File: src/rtl/mc_core_pkg.sv
// Shared encodings for the multi-cycle core sequencer.
// Optional watchdog halt is built only with CTRL_TIMEOUT_EN defined.
package mc_core_pkg;

  localparam int FETCH_I  = 0;
  localparam int DECODE_I = 1;
  localparam int EXEC_I   = 2;
  localparam int MEM_I    = 3;
  localparam int WB_I     = 4;
  localparam int HALT_I   = 5;

  typedef enum logic [5:0] {
    S_FETCH  = 6'b000001,
    S_DECODE = 6'b000010,
    S_EXEC   = 6'b000100,
    S_MEM    = 6'b001000,
    S_WB     = 6'b010000,
    S_HALT   = 6'b100000
  } state_t;

  localparam logic [31:0] RESET_PC_DEF = 32'h8000_0000;
  localparam logic [31:0] NOP_INS      = 32'h0000_0013;

  function automatic logic is_wait_state(input state_t s);
    return s[FETCH_I] | s[MEM_I];
  endfunction

endpackage

File: src/rtl/mc_req_hold.sv
// Req/ack holder for one memory port, with an optional wait watchdog.
// The watchdog exists only when CTRL_TIMEOUT_EN is defined.
module mc_req_hold #(
  parameter int TIMEOUT_CYCLES = 1024
) (
  input  logic clk,
  input  logic rst_n,
  input  logic start,
  input  logic ack,
  output logic req_o,
  output logic done_o,
  output logic timeout_o
);

  // Zero-wait ack is legal, so done is combinational.
  assign req_o  = start;
  assign done_o = start & ack;

`ifdef CTRL_TIMEOUT_EN
  localparam int CW = $clog2(TIMEOUT_CYCLES + 1);
  localparam logic [CW-1:0] LAST =
    CW'(TIMEOUT_CYCLES - 1);

  logic [CW-1:0] cnt;
  logic          waiting;

  assign waiting = start & ~ack;

  always_ff @(posedge clk or negedge rst_n) begin
    if (!rst_n) begin
      cnt <= '0;
    end else if (waiting) begin
      cnt <= cnt + 1'b1;
    end else begin
      cnt <= '0;
    end
  end

  // Fires on the last tolerated wait cycle.
  assign timeout_o = waiting & (cnt == LAST);
`else
  logic unused_cfg;
  assign unused_cfg = ^{clk, rst_n, TIMEOUT_CYCLES};
  assign timeout_o  = 1'b0;
`endif

endmodule

File: src/rtl/mc_core_ctrl.sv
// Multi-cycle core sequencer: FETCH/DECODE/EXEC/MEM/WB/HALT.
// Build with CTRL_TIMEOUT_EN to enable the wait watchdog.
module mc_core_ctrl
  import mc_core_pkg::*;
#(
  parameter int XLEN = 32,
  parameter logic [XLEN-1:0] RESET_PC =
    XLEN'(RESET_PC_DEF),
  parameter int CNT_W = 32,
  parameter int TIMEOUT_CYCLES = 1024
) (
  input  logic             clk,
  input  logic             i_rst_n,
  output logic             o_ifu_req,
  output logic [XLEN-1:0]  o_ifu_addr,
  input  logic             i_ifu_ack,
  input  logic [31:0]      i_ifu_rdata,
  output logic [31:0]      o_ins,
  input  logic             i_is_load,
  input  logic             i_is_store,
  input  logic             i_is_ebreak,
  input  logic             i_a0_zero,
  input  logic [XLEN-1:0]  i_pc_next,
  output logic [XLEN-1:0]  o_pc,
  output logic             o_lsu_req,
  input  logic             i_lsu_ack,
  input  logic             i_wen,
  input  logic             i_csr_wen,
  output logic             o_rf_wen,
  output logic             o_csr_wen,
  output logic             o_commit,
  output logic [CNT_W-1:0] o_instret,
  output logic             o_halt,
  output logic             o_good_trap,
  output logic             o_timeout
);

  state_t state;
  state_t state_nx;

  logic ifu_start;
  logic ifu_done;
  logic ifu_to;
  logic lsu_start;
  logic lsu_done;
  logic lsu_to;
  logic wd_expire;

  mc_req_hold #(
    .TIMEOUT_CYCLES(TIMEOUT_CYCLES)
  ) u_ifu_hold (
    .clk      (clk),
    .rst_n    (i_rst_n),
    .start    (ifu_start),
    .ack      (i_ifu_ack),
    .req_o    (o_ifu_req),
    .done_o   (ifu_done),
    .timeout_o(ifu_to)
  );

  mc_req_hold #(
    .TIMEOUT_CYCLES(TIMEOUT_CYCLES)
  ) u_lsu_hold (
    .clk      (clk),
    .rst_n    (i_rst_n),
    .start    (lsu_start),
    .ack      (i_lsu_ack),
    .req_o    (o_lsu_req),
    .done_o   (lsu_done),
    .timeout_o(lsu_to)
  );

  assign wd_expire  = (ifu_to | lsu_to) &
                      is_wait_state(state);
  assign o_ifu_addr = o_pc;

  always_ff @(posedge clk or negedge i_rst_n) begin
    if (!i_rst_n) begin
      state <= S_FETCH;
    end else begin
      state <= state_nx;
    end
  end

  always_comb begin
    state_nx = state;
    unique case (1'b1)
      state[FETCH_I]: begin
        if (wd_expire) begin
          state_nx = S_HALT;
        end else if (ifu_done) begin
          state_nx = S_DECODE;
        end
      end
      state[DECODE_I]: begin
        state_nx = i_is_ebreak ? S_HALT : S_EXEC;
      end
      state[EXEC_I]: begin
        state_nx = (i_is_load | i_is_store) ?
                   S_MEM : S_WB;
      end
      state[MEM_I]: begin
        if (wd_expire) begin
          state_nx = S_HALT;
        end else if (lsu_done) begin
          state_nx = S_WB;
        end
      end
      state[WB_I]: begin
        state_nx = S_FETCH;
      end
      state[HALT_I]: begin
        state_nx = S_HALT;
      end
      default: begin
        state_nx = S_FETCH;
      end
    endcase
  end

  always_comb begin
    ifu_start = 1'b0;
    lsu_start = 1'b0;
    o_rf_wen  = 1'b0;
    o_csr_wen = 1'b0;
    o_commit  = 1'b0;
    o_halt    = 1'b0;
    unique case (1'b1)
      state[FETCH_I]: ifu_start = 1'b1;
      state[MEM_I]:   lsu_start = 1'b1;
      state[WB_I]: begin
        o_rf_wen  = i_wen;
        o_csr_wen = i_csr_wen;
        o_commit  = 1'b1;
      end
      state[HALT_I]:  o_halt = 1'b1;
      default: begin
      end
    endcase
  end

  always_ff @(posedge clk or negedge i_rst_n) begin
    if (!i_rst_n) begin
      o_ins <= NOP_INS;
    end else if (ifu_done) begin
      o_ins <= i_ifu_rdata;
    end
  end

  // PC only moves in WB so the datapath sees it stable.
  always_ff @(posedge clk or negedge i_rst_n) begin
    if (!i_rst_n) begin
      o_pc      <= RESET_PC;
      o_instret <= '0;
    end else if (state[WB_I]) begin
      o_pc      <= i_pc_next;
      o_instret <= o_instret + 1'b1;
    end
  end

  always_ff @(posedge clk or negedge i_rst_n) begin
    if (!i_rst_n) begin
      o_good_trap <= 1'b0;
    end else if (wd_expire) begin
      o_good_trap <= 1'b0;
    end else if (state[DECODE_I] & i_is_ebreak) begin
      o_good_trap <= i_a0_zero;
    end
  end

`ifdef CTRL_TIMEOUT_EN
  always_ff @(posedge clk or negedge i_rst_n) begin
    if (!i_rst_n) begin
      o_timeout <= 1'b0;
    end else if (wd_expire) begin
      o_timeout <= 1'b1;
    end
  end
`else
  assign o_timeout = 1'b0;
`endif

endmodule

File: config.mk
export PLATFORM = sky130hd
export DESIGN_NAME = mc_core_ctrl
export DESIGN_NICKNAME = d
export VERILOG_FILES = /design/src/rtl/mc_core_pkg.sv /design/src/rtl/mc_req_hold.sv /design/src/rtl/mc_core_ctrl.sv
export SDC_FILE = /design/constraint.sdc
export NUM_CORES = 1
export LEC_CHECK = 0
export CAP_MARGIN = 0
export CORE_MARGIN = 10
export CORE_UTILIZATION = 44
export DETAILED_ROUTE_END_ITERATION = 12
export PLACE_DENSITY = 0.87
export SLEW_MARGIN = 15
export SYNTH_ARGS = -nofsm -noshare
export SYNTH_HDL_FRONTEND = slang
export SYNTH_HIERARCHICAL = 1
export SYNTH_SLANG_ARGS = --single-unit
File: constraint.sdc
create_clock -name clk -period 3.5 [get_ports clk]
set_input_delay 0.7 -clock clk [delete_from_list [all_inputs] [get_ports clk]]
set_output_delay 0.7 -clock clk [all_outputs]
set_load 0.01 [all_outputs]
==> flow_summary_export.csv <==
group,metric,value,unit
worst_setup_path,rr_worst_depth,4,
yosys,synth_compound_area_share,1.15,%
sta,slew_headroom,35.5,%
yosys,yosysUniqueCellTypes,34,
power,p_leak,0.00270,uW
final_layout,area_growth_syn_to_layout,48.3,%
clocking,post-cts-setup-buffers,0,
placement,place_inst,627,
drt,totalWireLength,11800,um
drt,ant_nets,0,
power,clock_power_share,16.8,%
yosys,yosysTopAreaCellShare,55.2,%
final_layout,drive_gt1_share,18.6,%
final_layout,multi_input_area,0.00153,mm2
clocking,cts_buffers,9,
sta,min_period_over_period,74.9,%
clocking,postCtsResizedCells,0,
yosys,synth_top_family_by_area,"multiplexers",
yosys,synth_edf_count,0,
sta,fin_ws,880,ps
yosys,synth_commonest_cells,"dfrtp_1, mux2_2, buf_4, xnor2_1, nand3_1",
yosys,synth_warnings,6,
floorplan,dieArea,0.0145,mm2
yosys,syn-num-nets,406,
min_path,hp-class,"in -> async",
yosys,synthAdderAreaFrac,0.282,%
run_status,status,"complete, no violations",
global_route,grt_max_degree,57,
clocking,tritoncts,"yes",
yosys,synth.avg_cell_area,13.4,um2
sta,min_period,2620,ps
placement,place_hpwl,9390,um
drt,drt-vias-per-instance,4.88,
clocking,root_buffer,"clkbuf_8",
power,p_total,4430,uW
yosys,synth.yosys.seq_area_share,58.2,%
yosys,ys_ff_latch,103,
power,vdd_drop_max,394,uV
sta,tightest_slew,963,ps
yosys,synth_mux_area_share,16.5,%
drt,route.detailed.drc,0,
final_layout,stdcell_count,643,
drt,drt_iter0_drc,92,
clocking,holdBufCountCts,0,
power,p_switching,1320,uW
global_route,grt_util_all_layers,16.2,%
sta,rsz0062_at_grt,"false",
sta,drv_slew,0,
placement,port_buffers,208,
floorplan,row_count,36,
worst_setup_path,critPathArrivalTime,1920,ps
final_layout,fin_nets,580,
final_layout,fill_cells,764,
worst_setup_path,crit_fanout,31,
placement,pre_cts_ws,1010,ps
floorplan,coreArea,0.00982,mm2
sta,clock_skew,9.08,ps
drt,routedWlPerCell,18.4,um
sta,tns,0,ps
clocking,cts_htree_levels,3,
job,drv_cap,0,
yosys,yosys.area.top_type,"dfrtp_1",
yosys,yosys.area_share.simple,10.1,%
yosys,synth-xor-area-share,6.11,%
sta,hold_viol,0,
yosys,synth.area.top_cells,"dfrtp_1, mux2_2, buf_4",
floorplan,die_y,120,um
worst_setup_path,cp.required,2800,ps
sta,finalSetupViolCount,0,
clocking,path_clk_slew,90,ps
drt,vias,3136,
worst_setup_path,cp-end-kind,"primary output",
yosys,synth_cells,331,
power,combPwrFrac,42.0,%
global_route,grt_pass1_vias,3444,
global_route,grt_overflow_total,0,
floorplan,start_util,45.2,%
clocking,cts_max_path_buffers,2,
yosys,yosysMostFrequentCell,"dfrtp_1",
worst_setup_path,path_class,"reg -> out",
final_layout,final-seq-area,0.00258,mm2
yosys,synth-main-ff-cell,"dfrtp_1",
sta,fmax,382,MHz
worst_setup_path,worst_setup_path_start_kind,"register",
yosys,ys_async_sr_fraction,100,%
floorplan,die_w,120,um
power,p_sw_share,29.7,%
yosys,synth_area,0.00444,mm2
power,p_per_area,673,mW/mm2
clocking,clk_latency,360,ps
global_route,grt_pass1_wl,18800,um
floorplan,io_pins,210,
power,p_int,3110,uW
global_route,antenna_found_initial,0,
placement,place.gp.congestion,0.765,
power,p_seq_share,41.2,%
drt,drt_pre_antenna_iters,4,
final_layout,antenna_cells,0,
clocking,numClockSinks,103,
[through the flow]
step / util, % / hold WS (ps) / cell area, um2
5_1_grt: 67.1 / 426 / 6590
3_5_place_dp: 65.1 / 471 / 6390
2_1_floorplan: - / 404 / 4440
3_3_place_gp: 65.1 / 462 / 6390
6_report: 67.1 / 393 / 6590
4_1_cts: 67.1 / 405 / 6590
[path summary, 6_finish.rpt]
check | from | to | slack [ps]
worst max-delay path | state[4] | o_commit | 880
worst min-delay path | i_rst_n | o_instret[23] | 390
worst max register to register | state[4] | o_instret[8] | 1440
worst min register to register | o_instret[31] | o_instret[31] | 480
max in group asynchronous | i_rst_n | o_ifu_addr[31] | 2360
min in group clk | o_instret[31] | o_instret[31] | 480
[layer usage]
layer,track usage [%],share of wire (%)
met5,0,0
met1,16.7,36
met2,28.4,53
met4,5.28,0.88
met3,7.49,9.7
[state kept, by name, summed over array words and instances, names as in the netlist]
name	flops
o_ins	32
o_instret	32
o_good_trap	1
state	6
o_ifu_addr	32
[layout by cell type (no fill, tap or decap), types with 3 or more instances in the layout]
cell,n
mux2_2,65
nor2_1,7
nand4_1,13
and3_1,5
conb_1,3
xor2_1,3
and2_1,7
dfrtp_1,97
dfstp_2,5
buf_4,3
nand3_1,15
xnor2_1,28
nand2_1,11
clkdlybuf4s50_1,207
nand2b_1,3
clkbuf_8,10
clkbuf_1,3
[critical path, stage by stage (launching register included)]
cell             delay [ps]
dfrtp_2                 520
buf_4                   410
clkdlybuf4s50_1         630
[cell type report]
class,instances,share of cell area (%)
multi-input combinational,180,23.2
sequential,103,39.3
clock buffer,13,2.26
tap,133,2.53
clock inverter,3,0.684
timing repair buffer,211,32.1
[power groups by stage]
stage / sequential [uW] / clock [uW] / combinational, uW
after floorplan: 1980 / 0 / 654
after global placement: 1820 / 0 / 1860
after detailed placement: 1860 / 0 / 1890
after CTS: 1840 / 763 / 1900
after global routing: 1890 / 812 / 1980
final: 1830 / 743 / 1860
[kinds of logic (layout without fill, tap and decap cells)]
family | after synthesis | after routing
other | 3 | 3
AOI/OAI and AO/OA | 7 | 7
adders and majority gates | 1 | 1
DFF | 103 | 103
buffers and inverters | 48 | 227
and+or+nand+nor | 73 | 73
xor gates and xnor gates | 31 | 31
muxes | 65 | 65
Note: power is estimated with default switching activity, not from simulation.
